[src/rtl/rv_pipe_pkg.sv]
// Shared pipeline-control types for the RV32IM core: mul/div FSM states,
// operand-forward select codes and the hazard scoreboard entry.
package rv_pipe_pkg;

  typedef enum logic [1:0] {
    ST_IDLE = 2'd0,
    ST_BUSY = 2'd1,
    ST_DONE = 2'd2
  } md_state_t;

  localparam logic [1:0] FWD_RF    = 2'b00;
  localparam logic [1:0] FWD_EXMEM = 2'b11;
  localparam logic [1:0] FWD_MEMWB = 2'b01;

  typedef struct packed {
    logic       valid;
    logic [4:0] rd;
    logic       is_load;
  } sb_entry_t;

  // Youngest producer wins: an EX match shadows an older MEM match.
  function automatic logic [1:0] fwd_sel(input logic       uses,
                                         input logic [4:0] rs,
                                         input sb_entry_t  ex,
                                         input sb_entry_t  mem);
    logic [1:0] sel;
    sel = FWD_RF;
    if (uses && rs != 5'd0) begin
      if (ex.valid && ex.rd == rs)
        sel = FWD_EXMEM;
      else if (mem.valid && mem.rd == rs)
        sel = FWD_MEMWB;
    end
    return sel;
  endfunction

endpackage

[src/rtl/hazard_scoreboard.sv]
// Shadow scoreboard of in-flight destination registers; produces the
// load-use hazard flag and the registered EX forwarding selects.
module hazard_scoreboard
  import rv_pipe_pkg::*;
(
  input  logic       clk,
  input  logic       rst_n,
  input  logic       id_advance,
  input  logic       pipe_hold,
  input  logic       id_valid,
  input  logic [4:0] id_rs1,
  input  logic [4:0] id_rs2,
  input  logic       id_uses_rs1,
  input  logic       id_uses_rs2,
  input  logic [4:0] id_rd,
  input  logic       id_reg_write,
  input  logic       id_is_load,
  output logic       load_use,
  output logic [1:0] fwd_a_sel,
  output logic [1:0] fwd_b_sel
);

  // The WB instruction writes the register file ahead of the ID read, so
  // only EX and MEM producers need tracking for forwarding and stalls.
  sb_entry_t ex_q;
  sb_entry_t mem_q;
  sb_entry_t id_entry;

  assign id_entry = '{valid:   id_valid & id_reg_write & (id_rd != 5'd0),
                      rd:      id_rd,
                      is_load: id_is_load};

  assign load_use = id_valid & ex_q.valid & ex_q.is_load &
                    ((id_uses_rs1 & (id_rs1 == ex_q.rd)) |
                     (id_uses_rs2 & (id_rs2 == ex_q.rd)));

  always_ff @(posedge clk or negedge rst_n) begin
    if (!rst_n) begin
      ex_q      <= '0;
      mem_q     <= '0;
      fwd_a_sel <= FWD_RF;
      fwd_b_sel <= FWD_RF;
    end else if (pipe_hold) begin
      // Mul/div occupies EX: it and its selects stay put, MEM drains.
      mem_q <= '0;
    end else begin
      mem_q <= ex_q;
      if (id_advance) begin
        ex_q      <= id_entry;
        fwd_a_sel <= id_valid ? fwd_sel(id_uses_rs1, id_rs1, ex_q, mem_q) : FWD_RF;
        fwd_b_sel <= id_valid ? fwd_sel(id_uses_rs2, id_rs2, ex_q, mem_q) : FWD_RF;
      end else begin
        ex_q      <= '0;
        fwd_a_sel <= FWD_RF;
        fwd_b_sel <= FWD_RF;
      end
    end
  end

endmodule

[src/rtl/hazard_stall_controller.sv]
// ID-side sequencing controller: load-use stalls, branch flushes and the
// iterative mul/div start/stall FSM, with forwarding from the scoreboard.
module hazard_stall_controller
  import rv_pipe_pkg::*;
#(
  parameter int MULDIV_MIN_CYCLES = 1
) (
  input  logic       CLK,
  input  logic       RESET_N,
  input  logic       ID_VALID,
  input  logic [4:0] ID_RS1,
  input  logic [4:0] ID_RS2,
  input  logic       ID_USES_RS1,
  input  logic       ID_USES_RS2,
  input  logic [4:0] ID_RD,
  input  logic       ID_REG_WRITE,
  input  logic       ID_IS_LOAD,
  input  logic       ID_IS_MULDIV,
  input  logic       BRANCH_TAKEN,
  input  logic       MULDIV_DONE,
  output logic       PC_STALL,
  output logic       IFID_STALL,
  output logic       IFID_FLUSH,
  output logic       IDEX_BUBBLE,
  output logic       IDEX_HOLD,
  output logic       MULDIV_START,
  output logic [1:0] FWD_A_SEL,
  output logic [1:0] FWD_B_SEL
);

  // The counter holds completed BUSY cycles, so DONE is honoured once
  // completed + current >= MULDIV_MIN_CYCLES.
  localparam logic [15:0] MIN_M1 =
    16'((MULDIV_MIN_CYCLES > 0) ? MULDIV_MIN_CYCLES - 1 : 0);

  md_state_t   state_q;
  logic [15:0] cnt_q;
  logic        load_use;
  logic        idle;
  logic        flush;
  logic        stall_lu;
  logic        id_advance;
  logic        start_md;
  logic        done_ok;

  assign idle       = (state_q == ST_IDLE);
  assign flush      = idle & BRANCH_TAKEN;
  assign stall_lu   = idle & load_use & ~flush;
  assign id_advance = idle & ~flush & ~load_use;
  assign start_md   = id_advance & ID_VALID & ID_IS_MULDIV;
  assign done_ok    = MULDIV_DONE & (cnt_q >= MIN_M1);

  assign PC_STALL    = RESET_N & (stall_lu | ~idle);
  assign IFID_STALL  = RESET_N & (stall_lu | ~idle);
  assign IFID_FLUSH  = RESET_N & flush;
  assign IDEX_BUBBLE = RESET_N & (flush | stall_lu);
  assign IDEX_HOLD   = RESET_N & ~idle;

  hazard_scoreboard u_scoreboard (
    .clk          (CLK),
    .rst_n        (RESET_N),
    .id_advance   (id_advance),
    .pipe_hold    (~idle),
    .id_valid     (ID_VALID),
    .id_rs1       (ID_RS1),
    .id_rs2       (ID_RS2),
    .id_uses_rs1  (ID_USES_RS1),
    .id_uses_rs2  (ID_USES_RS2),
    .id_rd        (ID_RD),
    .id_reg_write (ID_REG_WRITE),
    .id_is_load   (ID_IS_LOAD),
    .load_use     (load_use),
    .fwd_a_sel    (FWD_A_SEL),
    .fwd_b_sel    (FWD_B_SEL)
  );

  always_ff @(posedge CLK or negedge RESET_N) begin
    if (!RESET_N) begin
      state_q      <= ST_IDLE;
      cnt_q        <= '0;
      MULDIV_START <= 1'b0;
    end else begin
      MULDIV_START <= 1'b0;
      case (state_q)
        ST_IDLE: begin
          if (start_md) begin
            state_q      <= ST_BUSY;
            cnt_q        <= '0;
            MULDIV_START <= 1'b1;
          end
        end
        ST_BUSY: begin
          if (done_ok)
            state_q <= ST_DONE;
          if (cnt_q != '1)
            cnt_q <= cnt_q + 16'd1;
        end
        ST_DONE: state_q <= ST_IDLE;
        default: state_q <= ST_IDLE;
      endcase
    end
  end

endmodule
[config.mk]
export PLATFORM = sky130hd
export DESIGN_NAME = hazard_stall_controller
export DESIGN_NICKNAME = d
export VERILOG_FILES = /design/src/rtl/rv_pipe_pkg.sv /design/src/rtl/hazard_scoreboard.sv /design/src/rtl/hazard_stall_controller.sv
export SDC_FILE = /design/constraint.sdc
export NUM_CORES = 1
export LEC_CHECK = 0
export ABC_AREA = 1
export CAP_MARGIN = 25
export CORE_ASPECT_RATIO = 1.75
export CORE_UTILIZATION = 45
export CTS_CLUSTER_DIAMETER = 60
export DETAILED_ROUTE_END_ITERATION = 7
export GPL_TIMING_DRIVEN = 1
export PLACE_DENSITY = 0.76
export SLEW_MARGIN = 20
export SYNTH_ARGS = -nofsm -noshare
export SYNTH_HDL_FRONTEND = slang
export SYNTH_SLANG_ARGS = --single-unit
[constraint.sdc]
create_clock -name CLK -period 1.75 [get_ports CLK]
set_input_delay 0.175 -clock CLK [delete_from_list [all_inputs] [get_ports CLK]]
set_output_delay 0.175 -clock CLK [all_outputs]
set_load 0.02 [all_outputs]
Word level (Yosys, flattened, before mapping) --
Index checks and enable logic that the tools add are counted.
Operators by class: $add $sub $neg 1, order comparisons 1, equality and inequality tests 11, mux-type cells 20, bitwise gates (word level) 25, reductions and logical operators 13
Operators by type and width (number):
- $mux W16 | 2
- $pmux W16 S2 | 1
- $eq A5 B5 Y1 | 6
- $mux W2 | 10
- $and A1 B1 Y1 | 19
- $add A16 B1 Y16 const B | 1
- $ge A16 B1 Y1 const B | 1
- $ne A16 B16 Y1 const B | 1
- $reduce_bool A5 Y1 | 3
- $mux W7 | 2
- $logic_and A1 B1 Y1 | 6
- $mux W1 | 4
- $ne A2 B2 Y1 const B | 2
- $pmux W2 S2 | 1
- $not A1 Y1 | 3
- $or A1 B1 Y1 | 3
- $reduce_and A3 Y1 | 1
- $eq A2 B1 Y1 const B | 1
- $logic_not A2 Y1 | 1
- $ne A2 B1 Y1 const B | 1
- $reduce_and A2 Y1 | 1
- $reduce_bool A2 Y1 | 1
Storage, ports and cells: flip-flop bits (word level) 36, input port bits 25

Longest topological paths before layout --
Gate-level depths: netlist of the first run.
depth after elaboration 10, mapped depth 9, depth with buffers taken out 9

Cells and area by module --
Synthesis of the first run repeated with hierarchy kept, for this count alone.
Second synthesis, totals: cells, all modules 184, area, all modules 1203.7 µm²
Modules (own cells, without submodules):
- hazard_scoreboard | instances 1, cells an instance 157, area each 1023.5 µm², seq. area each 425.4 µm²
- hazard_stall_controller | instances 1, cells an instance 27, area each 180.2 µm², seq. area each 75.1 µm²

Worst setup path before layout of the first run --
No wires, ideal clock.
path kind register to output, from reg u_scoreboard.ex_q[2] (netlist name), to out PC_STALL, arrival 1377 ps, data required time 1575 ps, setup slack 198 ps, cell stages (with the launch flop) 8, path through dfrtp_1 > xor2_1 > nor2_1 > nand4_1 > nand2_2 > nand2_4 > o22ai_2 > buf_4
Between the ends: word-level cells in the longest chain between the ends 8, elaborated cells between the ends (all ways) 10, those cells by class 2 x eq/ne; 8 x bitwise
Ends and longest elaborated chain:
- start, declared | RTL line hazard_scoreboard.sv:25 | sb_entry_t ex_q;
- start signal, assigned | RTL line hazard_scoreboard.sv:49 | ex_q <= id_entry;
- $eq A5 B5 Y1 (on tied branches) | RTL line hazard_scoreboard.sv:34, hazard_scoreboard.sv:35
- $and A1 B1 Y1 (on tied branches) | RTL line hazard_scoreboard.sv:34, hazard_scoreboard.sv:35
- $or A1 B1 Y1 (*) | RTL line hazard_scoreboard.sv:34 | ((id_uses_rs1 & (id_rs1 == ex_q.rd)) |
- $and A1 B1 Y1 (*) | RTL line hazard_scoreboard.sv:33 | assign load_use = id_valid & ex_q.valid & ex_q.is_load &
- $and A1 B1 Y1 (*) (2 in series) | RTL line hazard_stall_controller.sv:48 | assign stall_lu = idle & load_use & ~flush;
- $or A1 B1 Y1 (*)
- $and A1 B1 Y1 (*)
- end, declared | RTL line hazard_stall_controller.sv:21 | output logic PC_STALL,
Every way passes the cells marked *; elsewhere a longest branch is shown, timed or not.

Final worst setup path of the first run --
from reg u_scoreboard.ex_q[2] (netlist name), to out PC_STALL
Between the ends: word-level cells in the longest chain between the ends 8, elaborated cells between the ends (all ways) 10, those cells by class 2 x eq/ne; 8 x bitwise
Ends and longest elaborated chain:
- $eq A5 B5 Y1 (on tied branches) | RTL line hazard_scoreboard.sv:34, hazard_scoreboard.sv:35
- $and A1 B1 Y1 (on tied branches) | RTL line hazard_scoreboard.sv:34, hazard_scoreboard.sv:35
- $or A1 B1 Y1 (*) | RTL line hazard_scoreboard.sv:34
- $and A1 B1 Y1 (*) | RTL line hazard_scoreboard.sv:33
- $and A1 B1 Y1 (*) (2 in series) | RTL line hazard_stall_controller.sv:48
- $or A1 B1 Y1 (*) | RTL line hazard_stall_controller.sv:53 | assign PC_STALL = RESET_N & (stall_lu | ~idle);
- $and A1 B1 Y1 (*) | RTL line hazard_stall_controller.sv:53
Marks and branches as above.

==> qor.yml, run 1 <==
yosys:
  ys_warn_count: 0
  yosys.area_share.simple: 0.3247
  synth_xor_area_frac: 0.06294
  syn_inst: 162
  syn_area_mm2: 0.001252
  synth_fa_ha_area_frac: 0
  avgSynthCellArea_um2: 7.731
  yosysSeqAreaShare: 0.3996
  synth_top_family_by_area: "simple AND/OR/NAND/NOR gates"
  synthMuxAreaShare: 0
  synth_nets: 187
  ys_types: 25
  synth-seq-cells: 20
  synth_compound_area_frac: 0.1199
global_route:
  grt_pass1_wl_um: 6189
  grt_use_total: 0.2757
  grt_pass1_vias: 1440
  antenna_found_initial: 0
  grt_max_degree: 21
  overflow: 0
setup_path:
  cp_top_family: "flip-flops"
  cp_slowest_cell: "dfrtp_2"
  cp-start-kind: "flip-flop"
  crit_required_ps: 1570
  end_kind: "output pin"
  critPathMaxStageDelay_ps: 460
  crit_chain: "xor2_1 -> nor2_2 -> nand4_1 -> nand2_2 -> nand2_4 -> o22ai_4 -> buf_6"
  critPathKind: "reg2out"
  arrival_ps: 1590
  worst-path-max-fanout: 4
  reg2reg_slack_ps: 130
  critPathBufInv: 1
timing:
  fmax_ghz: 0.5653
  final_hold_viol_count: 0
  setup_viol: 3
  min_period_ps: 1769
  tightest_slew_ps: 416.3
  whs_ps: 400.2
  drv_slew: 0
  rsz0062_at_grt: "true"
  post-route-period-util: 1.011
  skew_ps: 0.9489
  max_slew_margin: 0.7189
  worst_slack_ps: -19.01
floorplanning:
  std_cell_rows: 25
  core_mm2: 0.002659
  start_util: 0.4711
  dieArea_mm2: 0.003007
  pin_count: 35
  die_y_um: 71.79
  dieWidth_um: 41.88
routing:
  drt-total-wl_um: 3679
  wl_per_cell_um: 14.48
  vias: 1319
  drtPass1Iterations: 4
  route.detailed.drc: 0
  via_per_inst: 5.193
  drt_iter0_markers: 43
  ant_nets: 0
pwr:
  combPwrFrac: 0.314
  power_frac_clock: 0.277
  power.share.sequential: 0.410
  power.switching_mw: 0.4058
  p_per_area_mw_per_mm2: 684.7
  p_leak_nw: 1.014
  ir_worst_vdd_uv: 533.9
  swShare: 0.3102
  intPower_mw: 0.9024
clock_network:
  clockBufferDepth: 2
  cts_htree_levels: 1
  cts-root-buf: "clkbuf_8"
  cts_buffers: 3
  clk_latency_ps: 260
  clock_sink_count: 20
  hold_buffers: 0
  cts_tree: "built"
  clk_pin_slew_ps: 70
status:
  status: "finished, violations left"
  violations: "negative setup slack"
min_path:
  hold_class: "in2async"
place:
  place_congestion: 0.9194
  dpl.cell_count: 244
  dp_hpwl_um: 2824
  io_buffers: 34
finish:
  antennaDiodeCount: 0
  fin_cells: 254
  drive_above_1_share: 0.2775
  n_fill_cell: 223
  area_growth_pct: 52.55
  mostFrequentLayoutCells: "42 x nand2_1, 28 x buf_4, 26 x clkdlybuf4s50_1"
  nets: 253
  post-route-util: 0.7186
  final_common_cell: "nand2_1"
job:
  drv_cap: 0
## metal layers
layer	track usage	part of all wire	vias up
li1	-	-	637
met1	0.2663	0.33	614
met2	0.5313	0.58	56
met3	0.04030	0.056	12
met4	0.1577	0.037	0
met5	0	0	-
## final timing paths
path,end,cells past startpoint,startpoint
worst min register to register,u_scoreboard.ex_q[0]$_DFFE_PN0P_,2,u_scoreboard.ex_q[0]$_DFFE_PN0P_
worst max-delay path,PC_STALL,7,u_scoreboard.ex_q[2]$_DFFE_PN0P_
max in group asynchronous,u_scoreboard.ex_q[3]$_DFFE_PN0P_,2,RESET_N
worst min-delay path,u_scoreboard.mem_q[1]$_DFF_PN0_,2,RESET_N
min in group CLK,state_q[1]$_DFFE_PN0P_,3,MULDIV_DONE
worst max register to register,u_scoreboard.ex_q[6]$_DFFE_PN0P_,9,u_scoreboard.ex_q[2]$_DFFE_PN0P_
## area by class of cell
cell class / instances / area [µm²] / area share
Tap cell: 27 / 33.78 / 0.01768
Timing Repair Buffer: 63 / 570.5 / 0.2986
Multi-Input combinational cell: 114 / 650.6 / 0.3405
Clock buffer: 4 / 55.05 / 0.02881
Inverter: 26 / 97.59 / 0.05108
Sequential cell: 20 / 503.0 / 0.2633
## flip-flops by register name (all words and copies together) (netlist names)
name,cells
MULDIV_START,1
state_q,2
u_scoreboard.ex_q,7
u_scoreboard.fwd_a_sel,2
u_scoreboard.fwd_b_sel,2
u_scoreboard.mem_q,6
## stage by stage
stage                     area [µm²]  TNS (ps)  setup WS, ps  total power, mW
after global placement          1780     -1340        -447.5           0.9072
after CTS                       1898    -150.7        -45.31            1.306
after floorplan                 1252         0         197.8           0.7271
after global routing            1911    -327.5        -118.9            1.375
final                           1911    -44.39        -19.01            1.308
after detailed placement        1780     -1517        -493.6           0.9175
## cell families (layout without fill, tap and decap cells)
logic type | Yosys count | in the layout
DFF | 20 | 20
xor gates and xnor gates | 9 | 9
AOI/OAI and AO/OA | 21 | 21
and+or+nand+nor | 84 | 84
buffers and inverters | 28 | 93
## Yosys cell counts, drive strengths merged
master | n | share of area
nand4 | 6 | 0.035
a21oi | 3 | 0.015
nand2 | 45 | 0.16
o22ai | 1 | 0.010
nand3 | 10 | 0.040
inv | 26 | 0.078
o311ai | 1 | 0.0070
nor2 | 23 | 0.094
dfrtp | 20 | 0.40
o21ai | 16 | 0.088
xnor2 | 2 | 0.014
buf | 2 | 0.015
xor2 | 7 | 0.049
## what timing repair did
action                                  in CTS  in global routing
pin swaps                                    5                 11
setup buffers                                7                  2
resized for setup                           21                  9
endpoints found under the setup margin       4                 13
## power groups by stage
stage | Sequential [mW] | Combinational [mW] | Clock [mW]
floorplan | 0.535 | 0.192 | 0
global placement | 0.541 | 0.366 | 0
detailed placement | 0.543 | 0.374 | 0
CTS | 0.534 | 0.408 | 0.364
global route | 0.540 | 0.450 | 0.386
finish | 0.536 | 0.410 | 0.362
Power figures use the tool's default switching activity.
==> run 2: changes to the inputs <==
--- a/config.mk
+++ b/config.mk
@@ -11,9 +11,10 @@
 export CORE_UTILIZATION = 45
 export CTS_CLUSTER_DIAMETER = 60
 export DETAILED_ROUTE_END_ITERATION = 7
+export GPL_ROUTABILITY_DRIVEN = 0
 export GPL_TIMING_DRIVEN = 1
 export PLACE_DENSITY = 0.76
-export SLEW_MARGIN = 20
+export SLEW_MARGIN = 15
 export SYNTH_ARGS = -nofsm -noshare
 export SYNTH_HDL_FRONTEND = slang
 export SYNTH_SLANG_ARGS = --single-unit
==> qor.yml, run 2 (synthesized netlist as in run 1, its figures left out) <==
status:
  status: "finished, violations left"  # unchanged
  violations: "negative setup slack"  # unchanged
routing:
  ant_nets: 0  # unchanged
  drtPass1Iterations: 4  # unchanged
  drt-total-wl_um: 3412  # was 3679 µm
  route.detailed.drc: 0  # unchanged
  via_per_inst: 5.155  # was 5.193
  vias: 1263  # was 1319
  drt_iter0_markers: 20  # was 43
  wl_per_cell_um: 13.93  # was 14.48 µm
floorplanning:
  die_y_um: 71.79  # unchanged
  std_cell_rows: 25  # unchanged
  pin_count: 35  # unchanged
  start_util: 0.4711  # unchanged
  dieWidth_um: 41.88  # unchanged
  core_mm2: 0.002659  # unchanged
  dieArea_mm2: 0.003007  # unchanged
setup_path:
  cp_slowest_cell: "dfrtp_2"  # unchanged
  cp-start-kind: "flip-flop"  # unchanged
  reg2reg_slack_ps: 210  # was 130 ps
  critPathKind: "reg2out"  # unchanged
  regToRegStartpoint: "u_scoreboard.ex_q[2]$_DFFE_PN0P_"  # unchanged
  arrival_ps: 1620  # was 1590 ps
  cp_top_family: "simple AND/OR/NAND/NOR gates"  # was flip-flops
  r2r-end: "u_scoreboard.ex_q[6]$_DFFE_PN0P_"  # unchanged
  crit_chain: "xor2_1 -> nor2_1 -> nand4_1 -> nand2_2 -> nand2_4 -> o22ai_2 -> buf_4"  # was xor2_1 -> nor2_2 -> nand4_1 -> nand2_2 -> nand2_4 -> o22ai_4 -> buf_6
  critPathMaxStageDelay_ps: 450  # was 460 ps
  worst-path-max-fanout: 4  # unchanged
  end_kind: "output pin"  # unchanged
  rr_worst_depth: 8  # was 9
  cp.depth: 7  # unchanged
  crit_required_ps: 1570  # about the same
  critPathBufInv: 1  # unchanged
min_path:
  hold_class: "in2async"  # unchanged
place:
  placed_cell_area_mm2: 0.001758  # was 0.001780 mm²
  place_ws_ps: -490.7  # was -493.6 ps
  dpl.cell_count: 241  # was 244
  dp_hpwl_um: 2732  # was 2824 µm
  io_buffers: 34  # unchanged
finish:
  nets: 245  # was 253
  drive_above_1_share: 0.2294  # was 0.2775
  post-route-util: 0.6786  # was 0.7186
  largest_register_ffs: 7  # unchanged
  top_regs: "u_scoreboard.ex_q x7, u_scoreboard.mem_q x6"  # unchanged
  final_common_cell: "nand2_1"  # unchanged
  mostFrequentLayoutCells: "42 x nand2_1, 28 x clkdlybuf4s50_1, 24 x buf_4"  # was 42 x nand2_1, 28 x buf_4, 26 x clkdlybuf4s50_1
  largest-register: "u_scoreboard.ex_q"  # unchanged
  antennaDiodeCount: 0  # unchanged
  final_cell_area_mm2: 0.001804  # was 0.001911 mm²
  area_growth_pct: 44.06  # was 52.55%
  fin_cells: 245  # was 254
clock_network:
  cts_tree: "built"  # unchanged
  clockBufferDepth: 2  # unchanged
  cts_htree_levels: 1  # unchanged
  cts-root-buf: "clkbuf_8"  # unchanged
  clk_latency_ps: 260  # about the same
  clock_sink_count: 20  # unchanged
  hold_buffers: 0  # unchanged
  cts_buffers: 3  # unchanged
  clk_pin_slew_ps: 70  # about the same
global_route:
  grt_pass1_wl_um: 5920  # was 6189 µm
  overflow: 0  # unchanged
  antenna_found_initial: 0  # unchanged
  grt_use_total: 0.2575  # was 0.2757
  grt_pass1_vias: 1350  # was 1440
  grt_max_degree: 21  # unchanged
timing:
  max_slew_margin: 0.7285  # was 0.7189
  whs_ps: 394.3  # was 400.2 ps
  skew_ps: 1.564  # was 0.9489 ps
  rsz0062_at_grt: "true"  # unchanged
  final_hold_viol_count: 0  # unchanged
  tightest_slew_ps: 402.2  # was 416.3 ps
  setup_viol: 3  # unchanged
  setup_tns_ps: -135.5  # was -44.39 ps
  drv_slew: 0  # unchanged
  post-route-period-util: 1.027  # was 1.011
  worst_slack_ps: -46.48  # was -19.01 ps
  fmax_ghz: 0.5566  # was 0.5653 GHz
  min_period_ps: 1796  # was 1769 ps
pwr:
  p_per_area_mw_per_mm2: 666.5  # was 684.7 mW/mm²
  ir_worst_vdd_uv: 534.5  # was 533.9 µV
  p_leak_nw: 0.9567  # was 1.014 nW
  finalPower_mw: 1.203  # was 1.308 mW
job:
  drv_cap: 0  # unchanged
==> run 2: repair_timing <==
action	in CTS	in global routing
hold endpoints to repair	0	0
resized for setup	15	4
cloned	0	0
endpoints found under the setup margin	4	4
setup buffers	0	1
==> run 2: report_power, final <==
part | leakage (nW) | internal [mW] | switching (mW) | total, mW
sequential | 0.266 | 0.499 | 0.0364 | 0.536
clock | 0.0216 | 0.153 | 0.144 | 0.298
combinational | 0.669 | 0.175 | 0.195 | 0.369
total | 0.957 | 0.827 | 0.375 | 1.20
==> run 2: worst max path at each step <==
stage | end | from | slack [ps]
floorplan | PC_STALL | u_scoreboard.ex_q[2]$_DFFE_PN0P_ | 200
global placement | PC_STALL | ID_RS1[3] | -430
detailed placement | PC_STALL | ID_RS1[0] | -490
CTS | PC_STALL | u_scoreboard.ex_q[2]$_DFFE_PN0P_ | -70
global route | IFID_STALL | u_scoreboard.ex_q[2]$_DFFE_PN0P_ | -100
finish | PC_STALL | u_scoreboard.ex_q[2]$_DFFE_PN0P_ | -50
==> run 2: routing by layer <==
layer	global-route usage	share of wire	vias up
li1	-	-	621
met1	0.2715	0.37	593
met2	0.4948	0.56	37
met3	0.02267	0.030	12
met4	0.1219	0.038	0
met5	0	0	-
==> run 2: layout make-up <==
class | instances | area [µm²]
well taps | 27 | 33.78
fillers | 217 | 854.6
clock buffers | 3 | 41.29
inverters | 26 | 97.59
multi-input cells | 114 | 635.6
repair buffers | 55 | 494.2
flip-flops and latches | 20 | 501.7
==> RTL edit 1 (flow settings as in run 1) <==
Encoding of `md_state_t`: now one-hot (3 bits for 3 states).
--- a/src/rtl/rv_pipe_pkg.sv
+++ b/src/rtl/rv_pipe_pkg.sv
@@ -4,6 +4,6 @@
 
-  typedef enum logic [1:0] {
-    ST_IDLE = 2'd0,
-    ST_BUSY = 2'd1,
-    ST_DONE = 2'd2
+  typedef enum logic [2:0] {
+    ST_IDLE = 3'b001,
+    ST_BUSY = 3'b010,
+    ST_DONE = 3'b100
   } md_state_t;
Function: no difference found for any inputs over 10 cycles, from zero or initial values and one cycle with RESET_N low; not proved beyond that.
==> RTL edit 1 against run 1 <==
The run still ends with setup timing left; design area increased by 3.3%; wire length increased by 7.6%; sequential cell count increased by 1; power decreased by 2.8%; register-to-register slack got worse by 110 ps; worst setup slack got worse by 46 ps; sequential power increased by 2%; sequential share of layout area increased by 0.35 points; count of clock-buffer cells in the layout decreased by 1; area after synthesis decreased by 1.5%; clock power decreased by 15%; critical path depth decreased by 1; largest cell class unchanged; largest power group unchanged.
==> RTL edit 1: results (changes against run 1) <==
biggest regs u_scoreboard.ex_q x7, u_scoreboard.mem_q x6, state_q x3; M1 GR Usage 26.4% (-0.27 points); Syn Nets 188 (+0.53%); CP peak stage delay 420 ps (-40 ps); switching share of total power 30.3% (-0.76 points); FF-to-FF End u_scoreboard.fwd_b_sel[0]; CP max stage cell dfrtp_1; most common library cells after synthesis nand2_1, inv_1, dfrtp_1; reg2reg path depth 13 (+4); pre-CTS setup slack -573 ps (-79.6 ps); Synth area leaders dfrtp_1, nand2_1, inv_1; DPL Wire Length 2850 um (+0.87%); NetSw 0.385 mW (-5.2%); metal2 WL 2300 um (+7.8%); total of fill cells in the finished design 201 (-9.9%); vias in the first global route 1482 (+2.9%); failing checks setup timing; Final Skew 2.11 ps (+1.16 ps); endpoints failing setup 3 (unchanged); share of cells above drive strength 1 31.8% (+4.0 points); reg2reg start u_scoreboard.ex_q[1]; Post-CTS Setup Inserts 13 (+6); Worst Setup EP IFID_STALL; placed inst area 0.00178 mm^2 (-0.28%); Unique masters post-synth 23 (-8.0%); met2 Track Usage GR 56.6% (+3.5 points); slack of the critical path -65.0 ps (-46.0 ps); Synth Area in XOR/XNOR 4.97% (-1.3 points); wire length on met3 112 um (-46%); met1 WL 1370 um (+14%); internal reg-to-reg setup slack 20 ps (-110 ps); Fin Setup TNS -159 ps (-115 ps); via count 1345 (+2.0%); sequential area share after synthesis 42.7% (+2.7 points); WL final 3960 um (+7.6%); combinational cell power 0.419 mW (+2%); gr usage total 28.5% (+0.92 points); Critical Path Start u_scoreboard.ex_q[5]; crit-path max FO 3 (-1); GPL Wtd Cong 0.933 (+1.5%); outcome complete, but fails checks; VDD IR-drop max 0.652 mV (+22%); first-pass GRT wire length 6420 um (+3.8%); largest net degree at the start of global routing 22 (+4.8%); Arr. time, crit path 1640 ps (+50 ps); routed vias/inst 5.13 (-1.1%); DRT iter0 DRCs 39 (-9.3%)
RTL edit 1: cell type report:
| type | instances | area share, % |
|---|---|---|
| Inverter | 30 | 5.70 |
| Clock buffer | 3 | 2.09 |
| Sequential cell | 21 | 26.7 |
| Tap cell | 26 | 1.65 |
| Timing Repair Buffer | 71 | 31.4 |
| Clock inverter | 1 | 0.253 |
| Multi-Input combinational cell | 110 | 32.2 |
RTL edit 1: worst min-delay path by stage:
stage | startpoint | to | slack, ps | depth (start not counted)
3_3_place_gp | u_scoreboard.fwd_a_sel[1] | u_scoreboard.fwd_a_sel[1] | 470 | 2
6_report | RESET_N | u_scoreboard.ex_q[0] | 390 | 2
5_1_grt | RESET_N | u_scoreboard.ex_q[5] | 440 | 2
3_5_place_dp | u_scoreboard.fwd_a_sel[0] | u_scoreboard.fwd_a_sel[0] | 480 | 2
4_1_cts | RESET_N | u_scoreboard.ex_q[5] | 390 | 2
2_1_floorplan | RESET_N | MULDIV_START | -120 | 0
==> RTL edit 2 (flow settings as in run 1) <==
Without the edit above. Add an input register stage for `ID_IS_MULDIV` and `MULDIV_DONE`; this delays them by one clock. The other inputs are not delayed to match.
--- a/src/rtl/hazard_stall_controller.sv
+++ b/src/rtl/hazard_stall_controller.sv
@@ -35,2 +35,10 @@
 
+  logic ID_IS_MULDIV_q;
+  logic MULDIV_DONE_q;
+
+  always_ff @(posedge CLK) begin
+    ID_IS_MULDIV_q <= ID_IS_MULDIV;
+    MULDIV_DONE_q  <= MULDIV_DONE;
+  end
+
   md_state_t   state_q;
@@ -49,4 +57,4 @@
   assign id_advance = idle & ~flush & ~load_use;
-  assign start_md   = id_advance & ID_VALID & ID_IS_MULDIV;
-  assign done_ok    = MULDIV_DONE & (cnt_q >= MIN_M1);
+  assign start_md   = id_advance & ID_VALID & ID_IS_MULDIV_q;
+  assign done_ok    = MULDIV_DONE_q & (cnt_q >= MIN_M1);
 
Function: changed (Yosys sat finds a counterexample within 4 cycles, from zero or initial values and one cycle with RESET_N low).
==> RTL edit 2 against run 1 <==
Power shrank 2.6%; sequential cell count grew 2; fmax grew 1.2%; die area grew 2.9%; cell count grew 0.39%; via count shrank 2.6%; area after synthesis grew 3.0%; design area shrank 1.1%; wire length shrank 11%; worst setup slack gained 21 ps.
==> RTL edit 2: results (changes against run 1) <==
sequential area share after synthesis 41.9% (+1.9 points); Worst Max-Slew Pin Slew 405 ps (-11.4 ps); nets 254 (+0.40%); Syn Nets 193 (+3.2%); Synth area leaders dfrtp_1, nand2_1, inv_1; share of cells above drive strength 1 23.7% (-4.1 points); reg2reg path depth 8 (-1); FFs w/ async S/R, synth 90.9% (-9.1 points); NetSw 0.379 mW (-6.5%); Final Skew 10.4 ps (+9.46 ps); most common library cells after synthesis nand2_1, inv_1, dfrtp_1; VDD IR-drop max 0.509 mV (-4.6%); outcome finished, final reports clean; placed inst area 0.00182 mm^2 (+2.0%); Synth Area in XOR/XNOR 4.07% (-2.2 points); Clk Tree Root Cell clkbuf_8; complex-gate fraction of the synthesized area 12.2% (+0.23 points); static leakage 0.977 nW (-3.6%); largest net degree at the start of global routing 13 (-38%); IO Port Bufs 34 (unchanged); Worst-Skew Late Latency 260 ps (about the same); via count 1285 (-2.6%); Arr. time, crit path 1570 ps (-20 ps); gr usage total 22.5% (-5.1 points); CTS buffer count 3 (unchanged); router iterations before antenna repair 4 (unchanged); H-tree level count 1 (unchanged); per-cell routed wire length 12.8 um (-12%); top-area cell type share of the netlist area 38.8% (-1.2 points); DRT iter0 DRCs 30 (-30%); first-pass GRT wire length 5290 um (-15%); pre-CTS setup slack -463 ps (+30.3 ps); GPL Wtd Cong 0.814 (-11%); vias in the first global route 1242 (-14%); DPL Wire Length 2710 um (-4.1%); Unique masters post-synth 28 (+12%); Clock Tree Buf Depth 2 (unchanged)
RTL edit 2: final cells by class:
cell class              count  area [um^2]
repair buffers             58          522
clock buffers               4         45.0
well taps                  27         33.8
fillers                   237          832
inverters                  26         97.6
flip-flops and latches     22          542
multi-input cells         118          649
RTL edit 2: metal layers:
layer  global-route usage (%)  up-vias  wire length [um]
met5                        0        -                 0
met4                     9.03        0                69
met3                     2.72        6               130
met2                     43.6       41              1890
met1                     23.6      589              1160
li1                         -      649                 -
RTL edit 2: final timing paths:
path	from	end	slack, ps
min in group CLK	ID_IS_MULDIV	ID_IS_MULDIV_q	360
worst max-delay path	u_scoreboard.ex_q[2]	IFID_STALL	2
worst max register to register	u_scoreboard.ex_q[2]	u_scoreboard.ex_q[6]	240
worst min-delay path	RESET_N	u_scoreboard.fwd_b_sel[1]	350
worst min register to register	MULDIV_DONE_q	state_q[1]	440
max in group asynchronous	RESET_N	u_scoreboard.mem_q[5]	1240
RTL edit 2: worst max-delay path, cell delays in order, from the launching register on:
cell and delay [ps]:
dfrtp_2 450, xor2_1 170, nor2_1 150, nand4_1 120, nand2_2 100, nand2_4 60
o22ai_4 120, buf_6 140
RTL edit 2: logic make-up (layout without fill, tap and decap cells):
family                    count (synthesis)  in the layout
AOI/OAI and AO/OA                        22             22
xor gates and xnor gates                  6              6
buffers and inverters                    28             88
DFF                                      22             22
and+or+nand+nor                          90             90
RTL edit 2: power groups by stage:
stage	Sequential [mW]	Combinational [mW]	Clock, mW
finish	0.584	0.379	0.311
global route	0.591	0.420	0.334
CTS	0.584	0.365	0.321
detailed placement	0.594	0.366	0
global placement	0.592	0.357	0
floorplan	0.585	0.186	0
RTL edit 2: metrics by stage:
stage                     instances  utilization [%]  hold WS (ps)
after global routing            255             69.4           354
final                           255             69.4           351
after detailed placement        249             66.8           437
after global placement          249             66.8           417
after CTS                       253             68.1           346
after floorplan                 168                -          -121
RTL edit 2: repair_timing:
| action | CTS | global route |
|---|---|---|
| pin swaps | 1 | 3 |
| gates cloned | 0 | 0 |
| setup endpoints to repair | 5 | 3 |
| gates resized for setup | 17 | 8 |
| setup buffers | 0 | 2 |
